**config.mk**
```make
export PLATFORM = sky130hd
export DESIGN_NAME = alu_seq_flat
export DESIGN_NICKNAME = d
export VERILOG_FILES = /design/src/rtl/alu_seq_if.sv /design/src/rtl/alu_seq.sv /design/src/flat_wrapper.sv
export SDC_FILE = /design/constraint.sdc
export NUM_CORES = 1
export LEC_CHECK = 0
export ABC_AREA = 1
export CELL_PAD_IN_SITES_DETAIL_PLACEMENT = 0
export CELL_PAD_IN_SITES_GLOBAL_PLACEMENT = 1
export CORE_MARGIN = 2
export CORE_UTILIZATION = 43
export DETAILED_ROUTE_END_ITERATION = 8
export PLACE_DENSITY = 0.84
export SLEW_MARGIN = 20
export SYNTH_ARGS = -nofsm -noshare
export SYNTH_HDL_FRONTEND = slang
export SYNTH_SLANG_ARGS = --single-unit
```
**constraint.sdc**
```tcl
create_clock -name clk -period 3.86 [get_ports clk]
set_clock_uncertainty 0.2 [all_clocks]
set_input_delay 0.772 -clock clk [delete_from_list [all_inputs] [get_ports clk]]
set_output_delay 0.772 -clock clk [all_outputs]
set_load 0.05 [all_outputs]
```
**src/rtl/alu_seq_if.sv**
```systemverilog
// Operation-request bus between instruction decode (master) and the ALU
// sequencer (slave). One operation is transferred per valid/ready handshake.
//   op_valid   - operation request
//   op_ready   - sequencer can accept an operation
//   op_func    - ALU function code
//   op_rd      - destination register index
//   op_rs      - source register for ALU operand a
//   op_rt      - source register for ALU operand b
//   op_imm     - immediate mode select
//   op_imm_val - immediate value
interface alu_seq_if #(
  parameter int NREGS = 8,
  parameter int WIDTH = 16
);
  localparam int RW = $clog2(NREGS);

  logic             op_valid;
  logic             op_ready;
  logic [3:0]       op_func;
  logic [RW-1:0]    op_rd;
  logic [RW-1:0]    op_rs;
  logic [RW-1:0]    op_rt;
  logic             op_imm;
  logic [WIDTH-1:0] op_imm_val;

  modport master (
    output op_valid, op_func, op_rd, op_rs, op_rt, op_imm, op_imm_val,
    input  op_ready
  );

  modport slave (
    input  op_valid, op_func, op_rd, op_rs, op_rt, op_imm, op_imm_val,
    output op_ready
  );
endinterface

```
**src/rtl/alu_seq.sv**
```systemverilog
// ALU operation sequencer. Accepts one operation per handshake, reads its
// operands from an internal register file, presents them to a combinational
// ALU for one cycle, then writes the ALU result and status back.
//   clk         - system clock, rising edge
//   rst_n       - synchronous active-low reset
//   op          - operation request bus (slave side)
//   alu_a/b     - ALU operands, held between operations
//   alu_imm     - ALU immediate select
//   alu_imm_val - ALU immediate value
//   alu_func    - ALU function code
//   alu_out     - ALU result (combinational from the alu_* outputs)
//   alu_status  - ALU status, stored opaquely into flags
//   flags       - alu_status captured at the last writeback
//   done        - one-cycle pulse during the writeback cycle
//   result      - alu_out captured at the last writeback
//   dbg_addr    - debug read address
//   dbg_data    - combinational register-file read at dbg_addr
//
// state  | meaning
// S_IDLE | ready for a new operation; operands read on acceptance
// S_EXEC | operands presented to the ALU, result settling
// S_WB   | done high; result/status written back at the closing edge
module alu_seq #(
  parameter int NREGS = 8,
  parameter int WIDTH = 16
) (
  input  logic                     clk,
  input  logic                     rst_n,
  alu_seq_if.slave                 op,
  output logic [WIDTH-1:0]         alu_a,
  output logic [WIDTH-1:0]         alu_b,
  output logic [WIDTH-1:0]         alu_imm_val,
  output logic                     alu_imm,
  output logic [3:0]               alu_func,
  input  logic [WIDTH-1:0]         alu_out,
  input  logic [7:0]               alu_status,
  output logic [7:0]               flags,
  output logic                     done,
  output logic [WIDTH-1:0]         result,
  input  logic [$clog2(NREGS)-1:0] dbg_addr,
  output logic [WIDTH-1:0]         dbg_data
);
  localparam int RW = $clog2(NREGS);

  typedef enum logic [1:0] {
    S_IDLE = 2'd0,
    S_EXEC = 2'd1,
    S_WB   = 2'd2
  } state_t;

  state_t           state;
  logic             ready_q;
  logic [RW-1:0]    rd_q;
  logic [WIDTH-1:0] rf [NREGS];

  // Register 0 is hardwired to zero on every read path.
  function automatic logic [WIDTH-1:0] reg_read(input logic [RW-1:0] idx);
    return (idx == '0) ? '0 : rf[idx];
  endfunction

  assign op.op_ready = ready_q;
  assign dbg_data    = reg_read(dbg_addr);

  always_ff @(posedge clk) begin
    if (!rst_n) begin
      state       <= S_IDLE;
      ready_q     <= 1'b1;
      done        <= 1'b0;
      rd_q        <= '0;
      alu_a       <= '0;
      alu_b       <= '0;
      alu_imm_val <= '0;
      alu_imm     <= 1'b0;
      alu_func    <= '0;
      flags       <= '0;
      result      <= '0;
      for (int i = 0; i < NREGS; i++) rf[i] <= '0;
    end else begin
      case (state)
        S_IDLE: begin
          done <= 1'b0;
          if (op.op_valid) begin
            alu_a       <= reg_read(op.op_rs);
            alu_b       <= reg_read(op.op_rt);
            alu_func    <= op.op_func;
            alu_imm     <= op.op_imm;
            alu_imm_val <= op.op_imm_val;
            rd_q        <= op.op_rd;
            ready_q     <= 1'b0;
            state       <= S_EXEC;
          end
        end
        S_EXEC: begin
          // done is registered, so raising it here makes it high during WB
          done  <= 1'b1;
          state <= S_WB;
        end
        S_WB: begin
          if (rd_q != '0) rf[rd_q] <= alu_out;
          flags   <= alu_status;
          result  <= alu_out;
          done    <= 1'b0;
          ready_q <= 1'b1;
          state   <= S_IDLE;
        end
        default: begin
          done    <= 1'b0;
          ready_q <= 1'b1;
          state   <= S_IDLE;
        end
      endcase
    end
  end
endmodule

```
**src/flat_wrapper.sv**
```systemverilog
// flat-port wrapper written by rule: the top's interface ports become plain ports
module alu_seq_flat 
#(
  parameter int NREGS = 8,
  parameter int WIDTH = 16
)
  (clk, rst_n, alu_a, alu_b, alu_imm_val, alu_imm, alu_func, alu_out, alu_status, flags, done, result, dbg_addr, dbg_data, op_op_valid, op_op_func, op_op_rd, op_op_rs, op_op_rt, op_op_imm, op_op_imm_val, op_op_ready);
  alu_seq_if #(.NREGS(NREGS), .WIDTH(WIDTH)) op_i ();
  input  logic clk;
  input  logic rst_n;
  output logic [WIDTH-1:0] alu_a;
  output logic [WIDTH-1:0] alu_b;
  output logic [WIDTH-1:0] alu_imm_val;
  output logic alu_imm;
  output logic [3:0] alu_func;
  input  logic [WIDTH-1:0] alu_out;
  input  logic [7:0] alu_status;
  output logic [7:0] flags;
  output logic done;
  output logic [WIDTH-1:0] result;
  input  logic [$clog2(NREGS)-1:0] dbg_addr;
  output logic [WIDTH-1:0] dbg_data;
  input wire logic [$bits(op_i.op_valid)-1:0] op_op_valid;
  input wire logic [$bits(op_i.op_func)-1:0] op_op_func;
  input wire logic [$bits(op_i.op_rd)-1:0] op_op_rd;
  input wire logic [$bits(op_i.op_rs)-1:0] op_op_rs;
  input wire logic [$bits(op_i.op_rt)-1:0] op_op_rt;
  input wire logic [$bits(op_i.op_imm)-1:0] op_op_imm;
  input wire logic [$bits(op_i.op_imm_val)-1:0] op_op_imm_val;
  output wire logic [$bits(op_i.op_ready)-1:0] op_op_ready;
  assign op_i.op_valid = op_op_valid;
  assign op_i.op_func = op_op_func;
  assign op_i.op_rd = op_op_rd;
  assign op_i.op_rs = op_op_rs;
  assign op_i.op_rt = op_op_rt;
  assign op_i.op_imm = op_op_imm;
  assign op_i.op_imm_val = op_op_imm_val;
  assign op_op_ready = op_i.op_ready;
  alu_seq #(.NREGS(NREGS), .WIDTH(WIDTH)) u_core (.clk(clk), .rst_n(rst_n), .op(op_i), .alu_a(alu_a), .alu_b(alu_b), .alu_imm_val(alu_imm_val), .alu_imm(alu_imm), .alu_func(alu_func), .alu_out(alu_out), .alu_status(alu_status), .flags(flags), .done(done), .result(result), .dbg_addr(dbg_addr), .dbg_data(dbg_data));
endmodule
```
==> results of run 1 <==
==> tightest hold or removal path: cells and delay by family, from the launching register on <==
kind	cells	cell delay, ns
and+or+nand+nor	2	0.10
DFF	1	0.31
==> sequential cells by signal, indices dropped and copies added (netlist names) <==
signal,cells
u_core.rf,128
u_core.alu_a,16
u_core.alu_b,16
u_core.alu_imm_val,16
u_core.result,16
u_core.flags,8
u_core.alu_func,4
u_core.rd_q,3
u_core.state,2
u_core.alu_imm,1
u_core.done,1
u_core.op.op_ready,1
==> cell families (layout without fill, tap and decap cells) <==
family	Yosys count	in the layout	synth area share
compound gates	200	200	0.0936
flops	212	212	0.513
buf+inv	200	365	0.0784
other cells	1	16	0.000348
simple gates	828	828	0.315
==> placed cells by master, fill, tap and decap left out, types with 7 or more instances in the layout <==
master / netlist / final
nand2_1: 377 / 377
nor2_1: 294 / 294
clkdlybuf4s50_1: 0 / 135
edfxtp_1: 128 / 128
nand3_1: 123 / 123
o21ai_0: 123 / 122
inv_1: 106 / 106
dfxtp_1: 84 / 84
a21oi_1: 61 / 61
buf_4: 4 / 47
clkbuf_16: 0 / 25
nor3_1: 18 / 18
buf_12: 0 / 17
conb_1: 1 / 16
o21ai_1: 13 / 14
clkinv_1: 4 / 8
inv_2: 7 / 7
clkbuf_8: 0 / 7
==> worst paths after layout <==
path / startpoint / to / slack, ns
setup / recovery: dbg_addr[1] / dbg_data[11] / 0.34
hold / removal: u_core.alu_imm_val[15] / u_core.alu_imm_val[15] / 0.25
setup reg to reg: u_core.rd_q[0] / u_core.rf[2][7] / 1.51
hold reg to reg: u_core.alu_imm_val[15] / u_core.alu_imm_val[15] / 0.25
==> layout make-up <==
class,instances,area share
sequential,212,0.402
clock inverter,11,0.00747
inverter,117,0.0320
clock buffer,35,0.0534
tap,324,0.0295
multi-input combinational,1044,0.325
timing repair buffer,202,0.150
==> per-layer routing <==
| metal | part of all wire | up-vias | global-route usage |
|---|---|---|---|
| li1 | - | 4950 | - |
| met1 | 0.38 | 4852 | 0.398 |
| met2 | 0.46 | 626 | 0.490 |
| met3 | 0.11 | 89 | 0.0649 |
| met4 | 0.038 | 0 | 0.110 |
| met5 | 0 | - | 0 |
==> power groups by stage <==
stage	registers, mW	logic (mW)	clock network, mW
5_1_grt	2.59	1.24	2.50
3_3_place_gp	2.62	1.16	0
2_1_floorplan	2.81	0.476	0
3_5_place_dp	2.63	1.16	0
4_1_cts	2.58	1.17	2.41
6_report	2.58	1.17	2.38
==> stage by stage <==
stage                     instance area, µm²  setup WS [ns]
after detailed placement               12900          0.371
after floorplan                        10800          0.810
final                                  13700          0.344
after global placement                 12900          0.363
after global routing                   13700          0.216
after CTS                              13700          0.361
==> results.sh, run 1 <==
export IMPL_routedWlPerCell_um=20.5
export IMPL_ios=155
export IMPL_die_x_um=162
export IMPL_p_sw_mw=1.84
export IMPL_cts_resized=0
export IMPL_die_area_um2=26300
export IMPL_path_common_cell="nand2_1"
export IMPL_outcome="finished, final reports clean"
export IMPL_reg2reg_depth=7
export IMPL_tns_ns=0
export IMPL_die_y_um=162
export IMPL_synth_async_reset_ratio=0
export IMPL_cp_depth=7
export IMPL_globalRouteOverflowTotal=0
export IMPL_fin_nets=1662
export IMPL_yosysWarningCount=0
export IMPL_vias=10500
export IMPL_synth_area_top_cells="edfxtp_1, dfxtp_1, nand2_1"
export IMPL_vdd_drop_max_uv=314
export IMPL_synthCells=1441
export IMPL_final_core_util=0.561
export IMPL_critPathTopFamily="buffers and inverters"
export IMPL_avgViaCountPerCell=5.41
export IMPL_core_area_um2=24500
export IMPL_fin_hold_ws_ns=0.246
export IMPL_dp_cells=1899
export IMPL_p_leak_nw=5.99
export IMPL_cap_violations=0
export IMPL_drt_iter0_drc=1247
export IMPL_cts_clk_slew_worst_paths_ns=0.05
export IMPL_seqCellArea_um2=5530
export IMPL_post_cts_buffers=0
export IMPL_ant_nets=0
export IMPL_required_ns=2.89
export IMPL_path_buf_inv=4
export IMPL_hold_depth=2
export IMPL_synthMostInstantiatedCell="nand2_1"
export IMPL_drive_gt1_frac=0.0796
export IMPL_std_cell_rows=57
export IMPL_dr_pass1_iters=6
export IMPL_h_tree_depth=1
export IMPL_cts_buffers_inserted=25
export IMPL_grt_setup_unrepaired="no"
export IMPL_clockBufferDepth=3
export IMPL_ys_types=26
export IMPL_path_cells="clkdlybuf4s50_1 > clkinv_1 > nand2_1 > buf_4 > nand2_1 > nor2_1 > buf_12"
export IMPL_cp_slowest_cell="clkdlybuf4s50_1"
export IMPL_power_total_mw=6.13
export IMPL_yosysTopAreaCell="edfxtp_1"
export IMPL_p_per_area_nw_per_um2=447
export IMPL_ys_flop_type="edfxtp_1"
export IMPL_multiInputGateArea_um2=4460
export IMPL_drc_errors=0
export IMPL_dpl_hpwl_mm=26.5
export IMPL_crit_path_max_fanout=11
export IMPL_seqPwrFrac=0.421
export IMPL_slowest_delay_ns=0.49
export IMPL_post_route_min_period_ns=3.52
export IMPL_hold_viol=0
export IMPL_setup_viol=0
export IMPL_cp_end_kind="output port"
export IMPL_io_buffers=154
export IMPL_first_global_vias=9880
export IMPL_syn2layout_area_growth_pct=27.4
export IMPL_netSwitchingFraction=0.300
export IMPL_intPower_mw=4.29
export IMPL_clkPwrFrac=0.388
export IMPL_diodes=0
export IMPL_synth_edf_count=128
export IMPL_gp_congestion=0.881
export IMPL_cts_tree="built"
export IMPL_arrival_ns=2.54
export IMPL_start_util=0.441
export IMPL_clk_latency_ns=0.55
export IMPL_yosys_register_bits=212
export IMPL_relSlewSlack=0.530
export IMPL_max_freq_mhz=284
export IMPL_finalWirelength_mm=39.9
export IMPL_worst_pin_slew_ns=0.704
export IMPL_grt_usage=0.301
export IMPL_antenna_found_initial=0
export IMPL_synth_common_cells="nand2_1, nor2_1, edfxtp_1"
export IMPL_cts_root_buf="clkbuf_16"
export IMPL_yosysTopAreaCellShare=0.357
export IMPL_drv_slew=0
export IMPL_fillerInstances=2317
export IMPL_instances_no_fill=1945
export IMPL_avgSynthCellArea_um2=7.48
export IMPL_combPwrFrac=0.191
export IMPL_syn_cell_area_um2=10800
export IMPL_hold_path_class="register to register"
export IMPL_grt_max_degree=84
export IMPL_grt_pass1_wl_mm=59.6
export IMPL_startpoint_type="primary input"
export IMPL_fin_crit_sh=0.911
export IMPL_cts_sinks=212
export IMPL_critical_path_class="primary input to output port"
export IMPL_synth_seq_area_share=0.513
export IMPL_postCtsHoldBufs=0
Power figures use the tool's default switching activity.
==> run 2, diff against run 1 <==
--- a/config.mk
+++ b/config.mk
@@ -9,9 +9,9 @@
 export CELL_PAD_IN_SITES_DETAIL_PLACEMENT = 0
 export CELL_PAD_IN_SITES_GLOBAL_PLACEMENT = 1
 export CORE_MARGIN = 2
-export CORE_UTILIZATION = 43
+export CORE_UTILIZATION = 28
 export DETAILED_ROUTE_END_ITERATION = 8
-export PLACE_DENSITY = 0.84
+export PLACE_DENSITY = 0.59
 export SLEW_MARGIN = 20
 export SYNTH_ARGS = -nofsm -noshare
 export SYNTH_HDL_FRONTEND = slang
==> results.sh, run 2 (synthesis gave the netlist of run 1 again) <==
export IMPL_outcome="finished, final reports clean"
export IMPL_setup_viol=0
export IMPL_max_freq_mhz=291
export IMPL_min_delay_start="u_core.alu_imm"
export IMPL_tns_ns=0
export IMPL_cts_resized=0
export IMPL_holdPathEnd="u_core.alu_imm"
export IMPL_cp_slowest_cell="clkdlybuf4s50_1"
export IMPL_r2r_start="u_core.state[1]"
export IMPL_worst_pin_slew_ns=0.700
export IMPL_hold_viol=0
export IMPL_first_global_vias=10000
export IMPL_path_common_cell="nor2_1"
export IMPL_fin_crit_sh=0.891
export IMPL_seqPwrFrac=0.416
export IMPL_cts_root_buf="clkbuf_16"
export IMPL_vdd_drop_max_uv=284
export IMPL_diodes=0
export IMPL_startpoint_type="primary input"
export IMPL_clockBufferDepth=3
export IMPL_start_util=0.285
export IMPL_h_tree_depth=1
export IMPL_path_cells="clkdlybuf4s50_1 > clkinv_1 > buf_12 > nor2_1 > o21ai_0 > nand2_1 > nor2_1 > nor2_1 > buf_12"
export IMPL_clkPwrFrac=0.390
export IMPL_cts_tree="built"
export IMPL_std_cell_rows=71
export IMPL_finalWorstSetupSlack_ns=0.419
export IMPL_cts_clk_slew_worst_paths_ns=0.06
export IMPL_drv_slew=0
export IMPL_intPower_mw=4.28
export IMPL_syn2layout_area_growth_pct=30.5
export IMPL_cts_sinks=212
export IMPL_globalRouteOverflowTotal=0
export IMPL_cap_violations=0
export IMPL_core_area_um2=37800
export IMPL_grt_setup_unrepaired="no"
export IMPL_relSlewSlack=0.533
export IMPL_combPwrFrac=0.194
export IMPL_postCtsHoldBufs=0
export IMPL_p_leak_nw=6.05
export IMPL_final_cell_mix="nand2_1, nor2_1, clkdlybuf4s50_1"
export IMPL_avgViaCountPerCell=4.85
export IMPL_die_area_um2=40100
export IMPL_regMostFlops="u_core.rf"
export IMPL_grt_pass1_wl_mm=67.7
export IMPL_ios=155
export IMPL_die_x_um=200
export IMPL_post_route_min_period_ns=3.44
export IMPL_p_sw_mw=1.93
export IMPL_critPathTopFamily="buffers and inverters"
export IMPL_hold_path_class="register to register"
export IMPL_required_ns=2.89
export IMPL_final_core_util=0.373
export IMPL_fin_hold_ws_ns=0.243
export IMPL_drive_gt1_frac=0.0888
export IMPL_path_buf_inv=4
export IMPL_io_buffers=154
export IMPL_drt_iter0_drc=877
export IMPL_drc_errors=0
export IMPL_grt_max_degree=62
export IMPL_die_y_um=200
export IMPL_power_total_mw=6.21
export IMPL_fin_nets=1672
export IMPL_p_per_area_nw_per_um2=442
export IMPL_grt_usage=0.227
export IMPL_routedWlPerCell_um=21.6
export IMPL_antenna_found_initial=0
export IMPL_reg2reg_depth=7
export IMPL_reg2reg_slack_ns=1.36
export IMPL_vias=10400
export IMPL_cp_end_kind="output port"
export IMPL_netSwitchingFraction=0.311
export IMPL_finalWirelength_mm=46.2
export IMPL_post_cts_buffers=0
export IMPL_largest_reg_flops=128
export IMPL_hold_depth=2
export IMPL_rr_endpoint="u_core.rf[4][12]"
export IMPL_critical_path_class="primary input to output port"
export IMPL_layout_commonest_cell="nand2_1"
export IMPL_clk_latency_ns=0.55
export IMPL_place_ws_ns=0.420
export IMPL_crit_path_max_fanout=27
export IMPL_dr_pass1_iters=5
export IMPL_slowest_delay_ns=0.53
export IMPL_gp_congestion=0.859
export IMPL_ant_nets=0
export IMPL_cts_buffers_inserted=27
export IMPL_arrival_ns=2.47
export IMPL_dpl_hpwl_mm=30.9
run 2: through the flow:
| step | std cells | cell area (µm²) |
|---|---|---|
| 2_1_floorplan | 1456 | 10800 |
| 3_3_place_gp | 2094 | 13200 |
| 3_5_place_dp | 2094 | 13200 |
| 4_1_cts | 2144 | 14100 |
| 5_1_grt | 2144 | 14100 |
| 6_report | 2144 | 14100 |
run 2: worst max-delay path by stage:
stage	from	endpoint	depth (start not counted)
6_report	dbg_addr[1]	dbg_data[9]	9
5_1_grt	dbg_addr[1]	dbg_data[1]	7
4_1_cts	dbg_addr[1]	dbg_data[6]	7
3_5_place_dp	dbg_addr[1]	dbg_data[6]	7
3_3_place_gp	dbg_addr[1]	dbg_data[6]	7
2_1_floorplan	dbg_addr[1]	dbg_data[5]	7
run 2: layout make-up:
class,count,area (µm²)
Tap cell,511,639
Clock inverter,18,97.6
Timing Repair Buffer,210,2150
Clock buffer,32,747
Fill cell,4020,23700
Sequential cell,212,5530
Multi-Input combinational cell,1044,4460
Inverter,117,439
run 2: power by group through the flow:
stage	clock (mW)	combinational, mW	sequential (mW)
final	2.42	1.21	2.58
after global routing	2.55	1.29	2.60
after CTS	2.47	1.21	2.58
after detailed placement	0	1.21	2.63
after global placement	0	1.21	2.63
after floorplan	0	0.476	2.81
run 2: worst min-delay path, stage by stage, from the launching register on:
cell and delay [ns]:
dfxtp_1 0.32, nand2_1 0.05, nand2_1 0.04
run 2: metal layers:
layer	global-route usage	wire length [µm]	up-vias
met5	0	0	-
met4	0.0696	1380	0
met3	0.0343	3170	71
met2	0.370	21500	421
met1	0.309	20200	4924
li1	-	-	4984
